### src/rtl/pipeline_hazard_ctrl.sv
// ---------------------------------------------------------------------------
// pipeline_hazard_ctrl
//
// Hazard / sequencing controller for a 5-stage 32-bit MIPS pipeline.
// Each cycle it decides whether the PC and IF/ID advance, whether IF/ID is
// flushed, whether ID/EX loads a bubble, and whether EX is held by a
// multi-cycle mul/div. It handles:
//   * load-use stalls (one bubble cycle),
//   * taken-branch flushes resolved in EX,
//   * mul/div occupancy of EX for MULDIV_LAT cycles.
//
// Only the state and the 4-bit down-counter are registered. All control
// outputs are a zero-latency combinational decode of state, counter and
// the current inputs.
//
// Parameters:
//   MULDIV_LAT  total EX-stage cycles of a mul/div op (1..16)
//   CNT_W       width of the stall counter (optional feature only)
//
// Optional feature macro: HAZARD_PERF_CNT_EN
//   When defined, adds output stall_count, a saturating count of cycles
//   outside INIT in which pc_write is low. Cleared by reset_in.
//
// Ports:
//   clk              in   pipeline clock, rising edge
//   reset_in         in   asynchronous, active-low reset
//   ifid_rs          in   rs field of instruction in IF/ID
//   ifid_rt          in   rt field of instruction in IF/ID
//   ifid_uses_rt     in   IF/ID instruction reads rt as a source
//   idex_memread     in   instruction in ID/EX is a load
//   idex_rt          in   destination rt of instruction in ID/EX
//   ex_branch_taken  in   branch in EX resolved taken this cycle
//   ex_muldiv_start  in   first EX cycle of a mul/div op
//   pc_write         out  PC register load enable
//   ifid_write       out  IF/ID load enable
//   ifid_flush       out  IF/ID loads NOP
//   idex_bubble      out  ID/EX loads zero WB/M/EX control fields
//   ex_hold          out  ID/EX and EX hold; EX/MEM loads bubble
//   ctrl_state       out  current state encoding (debug)
//   stall_count      out  saturating stall counter (HAZARD_PERF_CNT_EN only)
// ---------------------------------------------------------------------------
module pipeline_hazard_ctrl #(
  parameter int MULDIV_LAT = 4,
  parameter int CNT_W      = 32
) (
  input  logic             clk,
  input  logic             reset_in,
  input  logic [4:0]       ifid_rs,
  input  logic [4:0]       ifid_rt,
  input  logic             ifid_uses_rt,
  input  logic             idex_memread,
  input  logic [4:0]       idex_rt,
  input  logic             ex_branch_taken,
  input  logic             ex_muldiv_start,
  output logic             pc_write,
  output logic             ifid_write,
  output logic             ifid_flush,
  output logic             idex_bubble,
  output logic             ex_hold,
  output logic [1:0]       ctrl_state
`ifdef HAZARD_PERF_CNT_EN
  ,
  output logic [CNT_W-1:0] stall_count
`endif
);

  // Reject illegal parameter values at elaboration time.
  generate
    if (MULDIV_LAT < 1 || MULDIV_LAT > 16 || CNT_W < 1) begin : g_bad_params
      $error("pipeline_hazard_ctrl: MULDIV_LAT must be 1..16 and CNT_W >= 1");
    end
  endgenerate

  typedef enum logic [1:0] {
    ST_INIT   = 2'd0,
    ST_RUN    = 2'd1,
    ST_MULDIV = 2'd2
  } state_t;

  // A single-cycle mul/div never needs the MULDIV state.
  localparam logic       MD_MULTI    = (MULDIV_LAT > 1);
  // The start cycle is spent in RUN and the release cycle at cnt==0, so the
  // counter covers the remaining MULDIV_LAT-2 hold cycles.
  localparam logic [3:0] MD_CNT_INIT = (MULDIV_LAT > 1) ? 4'(MULDIV_LAT - 2) : 4'd0;

  state_t     state_reg, state_next;
  logic [3:0] cnt_reg, cnt_next;

  logic is_run;
  logic is_muldiv;
  logic load_use;

  // Encoding 3 is unused and falls through to INIT behaviour.
  assign is_run    = (state_reg == ST_RUN);
  assign is_muldiv = (state_reg == ST_MULDIV);

  assign load_use = idex_memread && (idex_rt != 5'd0) &&
                    ((idex_rt == ifid_rs) || (ifid_uses_rt && (idex_rt == ifid_rt)));

  always_comb begin
    // INIT values by default: front end frozen and flushed.
    pc_write    = 1'b0;
    ifid_write  = 1'b0;
    ifid_flush  = 1'b1;
    idex_bubble = 1'b1;
    ex_hold     = 1'b0;
    ctrl_state  = 2'd0;
    state_next  = ST_RUN;
    cnt_next    = 4'd0;

    if (is_run) begin
      ctrl_state  = 2'd1;
      ifid_flush  = 1'b0;
      idex_bubble = 1'b0;
      if (ex_branch_taken) begin
        // Wrong-path instructions in IF/ID and ID are squashed; the
        // redirected PC must load, so the front end keeps advancing.
        pc_write    = 1'b1;
        ifid_write  = 1'b1;
        ifid_flush  = 1'b1;
        idex_bubble = 1'b1;
      end else if (ex_muldiv_start && MD_MULTI) begin
        ex_hold    = 1'b1;
        state_next = ST_MULDIV;
        cnt_next   = MD_CNT_INIT;
      end else if (load_use) begin
        idex_bubble = 1'b1;
      end else begin
        pc_write   = 1'b1;
        ifid_write = 1'b1;
      end
    end else if (is_muldiv) begin
      // Branch and mul/div start inputs are meaningless while EX is occupied.
      ctrl_state  = 2'd2;
      ifid_flush  = 1'b0;
      idex_bubble = 1'b0;
      if (cnt_reg != 4'd0) begin
        ex_hold    = 1'b1;
        state_next = ST_MULDIV;
        cnt_next   = cnt_reg - 4'd1;
      end else if (load_use) begin
        // Release cycle: EX frees up, but a pending load-use still stalls.
        idex_bubble = 1'b1;
      end else begin
        pc_write   = 1'b1;
        ifid_write = 1'b1;
      end
    end
  end

  always_ff @(posedge clk or negedge reset_in) begin
    if (!reset_in) begin
      state_reg <= ST_INIT;
      cnt_reg   <= 4'd0;
    end else begin
      state_reg <= state_next;
      cnt_reg   <= cnt_next;
    end
  end

`ifdef HAZARD_PERF_CNT_EN
  logic [CNT_W-1:0] stall_cnt_reg;

  always_ff @(posedge clk or negedge reset_in) begin
    if (!reset_in) begin
      stall_cnt_reg <= '0;
    end else if ((ctrl_state != 2'd0) && !pc_write && (stall_cnt_reg != {CNT_W{1'b1}})) begin
      stall_cnt_reg <= stall_cnt_reg + 1'b1;
    end
  end

  assign stall_count = stall_cnt_reg;
`endif

endmodule

### config.mk
export PLATFORM = sky130hd
export DESIGN_NAME = pipeline_hazard_ctrl
export DESIGN_NICKNAME = d
export VERILOG_FILES = /design/src/rtl/pipeline_hazard_ctrl.sv
export SDC_FILE = /design/constraint.sdc
export NUM_CORES = 1
export LEC_CHECK = 0
export ABC_AREA = 0
export ABC_CLOCK_PERIOD_IN_PS = 2000
export CORE_ASPECT_RATIO = 0.9
export CORE_UTILIZATION = 28
export CTS_CLUSTER_DIAMETER = 30
export DETAILED_ROUTE_END_ITERATION = 8
export GPL_TIMING_DRIVEN = 0
export HOLD_SLACK_MARGIN = 0.15
export PLACE_DENSITY_LB_ADDON = 0.2
export SLEW_MARGIN = 20
export SYNTH_ARGS = -nofsm -noshare
export SYNTH_HDL_FRONTEND = slang
export SYNTH_SLANG_ARGS = --single-unit
### constraint.sdc
create_clock -name clk -period 2 [get_ports clk]
set_input_delay 0.4 -clock clk [delete_from_list [all_inputs] [get_ports clk]]
set_output_delay 0.4 -clock clk [all_outputs]
set_load 0.01 [all_outputs]
==> impl_metrics.yaml, run 1 <==
status:
  status: "finished with violations"
  violations: "setup timing"
yosys:
  synth_seq_cells: 6
  avgSynthCellArea_um2: 8.480
  syn_inst: 54
  synth_fp_nets: 77
  yosys.cell_types.count: 20
  synth_warnings: 0
  ys_seq_area_frac: 0.3279
  syn_area_um2: 457.9
floorplan:
  io_pins: 28
  row_count: 13
  die_w_um: 44.63
  initial_core_util: 0.3094
  die-area_um2: 1801
  fp.dieH_um: 40.37
  core_um2: 1480
drt:
  dr.pass1.iters: 4
  postRouteAntennaNets: 0
  drtIter0Drc: 8
  drt_wl_total_mm: 1.224
  drc: 0
  vias: 487
  post_drt_via_cell_ratio: 4.551
  wl_per_cell_um: 11.44
run:
  maxCapViolCount: 0
critical_path:
  critPathLaunchType: "input pin"
  worstPathArrival_ns: 1.76
  r2r_start: "cnt_reg[0]"
  critPathLaunch: "ifid_rt[2]"
  crit_fanout: 3
  cp-end-kind: "primary output"
  crit_type: "in -> out"
  cp_data_required_time_ns: 1.60
timing:
  rsz0062_at_grt: "yes"
  setup_ws_ns: -0.1649
  finalSetupViolCount: 2
  fmax_mhz: 461.9
  clock_skew_ns: 0.003492
  finalCritPeriodShare: 1.082
  slew_viol_final: 0
  relSlewSlack: 0.8206
  hold_violations: 0
  worst_pin_slew_ns: 0.2669
  period_needed_ns: 2.165
power:
  ir_drop_mv: 0.3394
  p_total_mw: 0.3707
  cellLeakagePower_nw: 0.3892
  combPwrFrac: 0.366
  powerDensity_nw_per_um2: 467.3
  sequentialPowerShare: 0.348
  switching_share: 0.2748
  switchingPower_mw: 0.1018
  power.internal_mw: 0.2688
  power_frac_clock: 0.286
clock_network:
  clkSinkCount: 6
  cts_tree: "built"
  clock_latency_ns: 0.24
  h-tree-depth: 1
  clkTransAtPathRegs_ns: 0.04
  cts_made_buffers: 3
  clockBufferDepth: 2
  hold_buffers: 0
  cts_root_buffer: "clkbuf_4"
place:
  post-place-ws_ns: -1.041
  port-buffer-count: 27
  dp_hpwl_um: 994.2
  gp_congestion: 0.7219
cells_and_area:
  nets: 110
  n_antenna_cell: 0
  syn_to_final_growth_pct: 73.22
  drive_gt1_frac: 0.3176
  largest_register_ffs: 4
global_routing:
  grt_max_degree: 7
  antenna_found_initial: 0
  grt.overflow.total: 0
  grt_pass1_vias: 456
  grt_pass1_wl_mm: 1.869
  grt_use_total: 0.1503
hold_path:
  hp-class: "in -> async"
[cells by family (layout without fill, tap and decap cells)]
logic type                 after synthesis  after routing  share of synthesized area
AOI/OAI and AO/OA                        6              6                    0.08744
adders and majority gates                2              2                    0.05464
and+or+nand+nor                         22             22                     0.2350
xor gates and xnor gates                12             12                     0.2295
buffers and inverters                    6             37                    0.06555
DFF                                      6              6                     0.3279
[synth_stat cells, drive strengths merged]
cell type	n	area [um2]
nor2	8	30.03
xnor2	3	26.28
nor2b	1	6.260
buf	2	15.01
a32oi	1	8.760
xor2	9	78.83
a21oi	1	5.000
o22ai	1	6.260
inv	4	15.01
and3	1	6.260
o31a	1	10.01
dfrtp	6	150.1
or3	1	6.260
nor4	1	12.51
nand2b	1	6.260
or4	1	7.510
o21ai	2	10.01
ha	2	25.02
nand2	6	22.52
nor3	2	10.01
[power by group through the flow]
stage	registers, mW	clock network (mW)	logic, mW
after global routing	0.129	0.125	0.149
after detailed placement	0.131	0	0.139
after CTS	0.129	0.113	0.133
after floorplan	0.130	0	0.0575
final	0.129	0.106	0.136
after global placement	0.130	0	0.136
[layer usage]
metal  wire [um]  GRT usage  vias up
met4           0    0.09091        0
met1         526     0.1813      234
met2         636     0.2500       15
met5           0          0        -
li1            -          -      238
met3          60    0.03153        0
[critical path, stage by stage]
cell and delay, ns:
buf_6 0.10, xor2_2 0.16, nor4_2 0.32, a32oi_2 0.17
or3_1 0.32, a21oi_1 0.14, buf_2 0.15
[final cells by class]
cell class,instances,area (um2)
fill,157,686.9
multi-input combinational,42,320.3
timing repair buffer,28,242.7
sequential,6,150.1
tap,22,27.53
clock buffer,3,22.52
buffer,2,15.01
inverter,4,15.01
[through the flow]
step | util | hold WS, ns | TNS [ns] | area, um2 | std cells
global route | 0.5359 | 0.4010 | -0.4433 | 793.3 | 107
CTS | 0.5216 | 0.3951 | -0.2475 | 772.0 | 107
global placement | 0.5106 | 0.4577 | -2.975 | 755.7 | 103
finish | 0.5359 | 0.4025 | -0.2514 | 793.3 | 107
floorplan | - | 0.1044 | 0 | 457.9 | 54
detailed placement | 0.5106 | 0.4611 | -2.978 | 755.7 | 103
[timing repair]
item                       4_1_cts  5_1_grt
setup endpoints to repair        4        5
pin swaps                       15        3
resized for setup               56        6
setup buffers                    1        0
[path summary, 6_finish.rpt]
| path | to | slack, ns | cells past startpoint |
|---|---|---|---|
| hold / removal | cnt_reg[0] | 0.40 | 1 |
| setup / recovery | idex_bubble | -0.16 | 7 |
| max in group asynchronous | cnt_reg[3] | 1.38 | 1 |
| setup reg to reg | state_reg[0] | 0.90 | 6 |
| min in group clk | cnt_reg[0] | 0.47 | 1 |
| hold reg to reg | cnt_reg[0] | 0.47 | 1 |
[layout by cell type (no fill, tap or decap), types with 3 or more instances in the layout]
cell             count
dfrtp_1              6
xor2_1               8
buf_6                3
clkdlybuf4s50_1      7
buf_2                7
buf_4                3
nor2_1               7
nand2_1              5
inv_1                4
dlygate4sd2_1        7
clkbuf_4             3
Power figures use the tool's default switching activity.
==> run 2, diff against run 1 <==
--- a/config.mk
+++ b/config.mk
@@ -8,6 +8,7 @@
 export ABC_AREA = 0
 export ABC_CLOCK_PERIOD_IN_PS = 2000
 export CORE_ASPECT_RATIO = 0.9
+export CORE_MARGIN = 1
 export CORE_UTILIZATION = 28
 export CTS_CLUSTER_DIAMETER = 30
 export DETAILED_ROUTE_END_ITERATION = 8
@@ -18,3 +19,4 @@
 export SYNTH_ARGS = -nofsm -noshare
 export SYNTH_HDL_FRONTEND = slang
 export SYNTH_SLANG_ARGS = --single-unit
+export TNS_END_PERCENT = 10
==> impl_metrics.yaml, run 2 (synthesis gave the netlist of run 1 again) <==
power:
  p_total_mw: 0.3687
  sequentialPowerShare: 0.350
  switching_share: 0.2754
  ir_drop_mv: 0.3394
  switchingPower_mw: 0.1015
  combPwrFrac: 0.362
  power_frac_clock: 0.288
  power.internal_mw: 0.2672
  powerDensity_nw_per_um2: 467.0
  cellLeakagePower_nw: 0.3878
timing:
  fmax_mhz: 461.5
  rsz0062_at_grt: "yes"
  worst_pin_slew_ns: 0.2669
  holdWs_ns: 0.4025
  relSlewSlack: 0.8206
  clock_skew_ns: 0.003492
  finalSetupTns_ns: -0.2575
  slew_viol_final: 0
  period_needed_ns: 2.167
  finalSetupViolCount: 2
  hold_violations: 0
  setup_ws_ns: -0.1667
  finalCritPeriodShare: 1.083
floorplan:
  initial_core_util: 0.3094
  fp.dieH_um: 40.37
  die-area_um2: 1801
  die_w_um: 44.63
  row_count: 13
  core_um2: 1480
  io_pins: 28
cells_and_area:
  final_common_cell: "xor2_1"
  nets: 110
  syn_to_final_growth_pct: 72.40
  largest_register_ffs: 4
  design_area_um2: 789.5
  drive_gt1_frac: 0.3176
  final_util: 0.5334
  layout_common_cells: "8 x xor2_1, 7 x nor2_1, 7 x clkdlybuf4s50_1, 7 x dlygate4sd2_1, 7 x buf_2"
  n_antenna_cell: 0
drt:
  vias: 485
  dr.pass1.iters: 4
  postRouteAntennaNets: 0
  drc: 0
  drt_wl_total_mm: 1.231
  wl_per_cell_um: 11.50
  drtIter0Drc: 8
  post_drt_via_cell_ratio: 4.533
global_routing:
  grt_max_degree: 7
  antenna_found_initial: 0
  grt_use_total: 0.1503
  grt_pass1_vias: 456
  grt.overflow.total: 0
  grt_pass1_wl_mm: 1.869
place:
  place_area_um2: 755.7
  dp_hpwl_um: 994.2
  port-buffer-count: 27
  gp_congestion: 0.7219
critical_path:
  r2r-end: "state_reg[0]"
  path_buf_inv: 2
  worstPathArrival_ns: 1.77
  cp-end-kind: "primary output"
  crit_type: "in -> out"
  cp_data_required_time_ns: 1.60
  crit_cells: 7
  critPathLaunchType: "input pin"
  worst_path_largest_cell_delay_ns: 0.32
  critPathSlowestCell: "nor4_2"
  crit_fanout: 3
  reg2regPathDepth: 6
  cp_cell_sequence: "buf_6 -> xor2_2 -> nor4_2 -> a32oi_2 -> or3_1 -> a21oi_1 -> buf_2"
  r2r_start: "cnt_reg[0]"
  rrSetupSlack_ns: 0.90
  cpLargestDelayFamily: "simple AND/OR/NAND/NOR gates"
run:
  maxCapViolCount: 0
clock_network:
  clkTransAtPathRegs_ns: 0.04
  clockBufferDepth: 2
  cts_root_buffer: "clkbuf_4"
  clock_latency_ns: 0.24
  h-tree-depth: 1
  cts_tree: "built"
  hold_buffers: 0
  cts_made_buffers: 3
  clkSinkCount: 6
hold_path:
  hp-class: "in -> async"
status:
  status: "finished with violations"
  violations: "setup timing"
[run 2: changes by cell type in the layout (fill, tap and decap cells not counted)]
| cell | previous run | this run |
|---|---|---|
| buf_4 | 3 | 4 |
| buf_6 | 3 | 2 |
[run 2: worst max path at each step]
stage | startpoint | end | slack, ns
4_1_cts | ifid_rt[2] | idex_bubble | -0.18
3_3_place_gp | idex_rt[3] | idex_bubble | -1.01
5_1_grt | ifid_rt[2] | idex_bubble | -0.22
3_5_place_dp | idex_rt[3] | idex_bubble | -1.04
6_report | ifid_rt[2] | idex_bubble | -0.17
2_1_floorplan | idex_rt[3] | idex_bubble | 0.07
[run 2: power groups by stage]
stage               clock (mW)  combinational (mW)  sequential [mW]
floorplan                    0              0.0575            0.130
global placement             0               0.136            0.130
detailed placement           0               0.139            0.131
CTS                      0.113               0.131            0.129
global route             0.125               0.147            0.129
finish                   0.106               0.134            0.129
[run 2: cell type report]
class / count / area [um2]
inverter: 4 / 15.01
clock buffer: 3 / 22.52
timing repair buffer: 28 / 239.0
sequential: 6 / 150.1
buffer: 2 / 15.01
tap: 22 / 27.53
fill: 159 / 690.7
multi-input combinational: 42 / 320.3
[run 2: what timing repair did]
action,in CTS,in global routing
setup buffers,1,0
hold endpoints to repair,0,0
resized for setup,54,7
endpoints found under the setup margin,4,5
pin swaps,14,1
[run 2: stage by stage]
stage | std cells | setup WS, ns
after floorplan | 54 | 0.06883
after global placement | 103 | -1.008
after detailed placement | 103 | -1.041
after CTS | 107 | -0.1758
after global routing | 107 | -0.2233
final | 107 | -0.1667
[run 2: per-layer routing]
metal  vias to the layer above  track usage  routed length [um]
met5                         -            0                   0
met4                         0      0.09091                   0
met3                         0      0.03153                  62
met2                        15       0.2500                 636
met1                       232       0.1813                 532
li1                        238            -                   -
==> run 3, diff against run 2 <==
--- a/config.mk
+++ b/config.mk
@@ -15,6 +15,7 @@
 export GPL_TIMING_DRIVEN = 0
 export HOLD_SLACK_MARGIN = 0.15
 export PLACE_DENSITY_LB_ADDON = 0.2
+export RECOVER_POWER = 50
 export SLEW_MARGIN = 20
 export SYNTH_ARGS = -nofsm -noshare
 export SYNTH_HDL_FRONTEND = slang
==> impl_metrics.yaml, run 3 (synthesis gave the netlist of run 1 again) <==
power:
  cellLeakagePower_nw: 0.3871
  powerDensity_nw_per_um2: 467.4
  sequentialPowerShare: 0.351
  switchingPower_mw: 0.1011
  switching_share: 0.2749
  power.internal_mw: 0.2667
  power_frac_clock: 0.288
  combPwrFrac: 0.361
  ir_drop_mv: 0.3393
place:
  place_area_um2: 755.7
  gp_congestion: 0.7219
  post-place-ws_ns: -1.041
  port-buffer-count: 27
  dp_hpwl_um: 994.2
critical_path:
  crit_type: "in -> out"
  critPathSlowestCell: "nor4_2"
  worst_path_largest_cell_delay_ns: 0.32
  cp-end-kind: "primary output"
  crit_fanout: 3
  cp_cell_sequence: "buf_6 -> xor2_2 -> nor4_2 -> a32oi_2 -> or3_1 -> a21oi_1 -> buf_2"
  cp_data_required_time_ns: 1.60
  rrSetupSlack_ns: 0.88
  worstPathArrival_ns: 1.77
  critPathLaunchType: "input pin"
global_routing:
  antenna_found_initial: 0
  grt.overflow.total: 0
  grt_pass1_vias: 456
  grt_max_degree: 7
  grt_use_total: 0.1503
  grt_pass1_wl_mm: 1.869
cells_and_area:
  design_area_um2: 787.0
  drive_gt1_frac: 0.3059
  largest_register_ffs: 4
  syn_to_final_growth_pct: 71.86
  final_util: 0.5317
  n_antenna_cell: 0
  layout_common_cells: "8 x xor2_1, 7 x nor2_1, 7 x dlygate4sd2_1, 7 x buf_2"
  final_common_cell: "xor2_1"
  nets: 110
clock_network:
  clkTransAtPathRegs_ns: 0.04
  cts_tree: "built"
  cts_made_buffers: 3
  clkSinkCount: 6
  clock_latency_ns: 0.24
  h-tree-depth: 1
  clockBufferDepth: 2
  cts_root_buffer: "clkbuf_4"
timing:
  finalCritPeriodShare: 1.083
  rsz0062_at_grt: "yes"
  period_needed_ns: 2.167
  holdWs_ns: 0.4704
  finalSetupViolCount: 2
  fmax_mhz: 461.5
  setup_ws_ns: -0.1667
  worst_pin_slew_ns: 0.2765
  slew_viol_final: 0
  clock_skew_ns: 0.003314
  hold_violations: 0
  relSlewSlack: 0.8150
drt:
  post_drt_via_cell_ratio: 4.486
  vias: 480
  drtIter0Drc: 8
  wl_per_cell_um: 11.49
  drc: 0
  postRouteAntennaNets: 0
  dr.pass1.iters: 4
  drt_wl_total_mm: 1.229
status:
  status: "finished with violations"
  violations: "setup timing"
floorplan:
  io_pins: 28
  row_count: 13
  fp.dieH_um: 40.37
  initial_core_util: 0.3094
  core_um2: 1480
  die_w_um: 44.63
  die-area_um2: 1801
hold_path:
  hp-class: "in -> async"
run:
  maxCapViolCount: 0
[run 3: cell types whose count changed in the layout (fill, tap and decap cells not counted), sizes merged]
cell,change
clkdlybuf4s50,-1
dlygate4sd3,+1
[run 3: cell type report]
class	instances	area (um2)
plain buffers	2	15.01
multi-input cells	42	317.8
well taps	22	27.53
clock buffers	3	22.52
repair buffers	28	239.0
inverters	4	15.01
flip-flops and latches	6	150.1
fillers	160	693.2
[run 3: routing by layer]
metal	routed length [um]	up-vias	track usage
met5	0	-	0
met4	0	0	0.09091
met3	59	0	0.03153
met2	636	13	0.2500
met1	533	229	0.1813
li1	-	238	-
[run 3: power groups by stage]
stage,Combinational (mW),Clock [mW],Sequential [mW]
floorplan,0.0575,0,0.130
global placement,0.136,0,0.130
detailed placement,0.139,0,0.131
CTS,0.131,0.113,0.129
global route,0.146,0.125,0.129
finish,0.133,0.106,0.129
[run 3: path summary, 6_finish.rpt]
kind                            startpoint           end  cells past startpoint
worst min register to register  cnt_reg[0]    cnt_reg[0]                      1
worst max register to register  cnt_reg[0]  state_reg[0]                      6
worst max-delay path            ifid_rt[2]   idex_bubble                      7
worst min-delay path              reset_in    cnt_reg[0]                      1
min in group clk                cnt_reg[0]    cnt_reg[0]                      1
max in group asynchronous         reset_in    cnt_reg[3]                      1
[run 3: worst max-delay path, delay by kind of cell]
kind                   cells  cell delay [ns]
AND/OR/NAND/NOR            2             0.64
AO/OA/AOI/OAI              2             0.31
XOR/XNOR                   1             0.16
buffers and inverters      2             0.25
[run 3: metrics by stage]
| step | std cells | TNS [ns] | power, mW |
|---|---|---|---|
| floorplan | 54 | 0 | 0.1872 |
| global placement | 103 | -2.975 | 0.2660 |
| detailed placement | 103 | -2.978 | 0.2692 |
| CTS | 107 | -0.3423 | 0.3731 |
| global route | 107 | -0.4591 | 0.4001 |
| finish | 107 | -0.2575 | 0.3678 |
[run 3: repair_timing]
item,CTS,global route
setup endpoints to repair,4,5
hold buffers,0,0
setup buffers,1,0
hold endpoints to repair,0,0
gates resized for setup,54,7
pin swaps,14,1
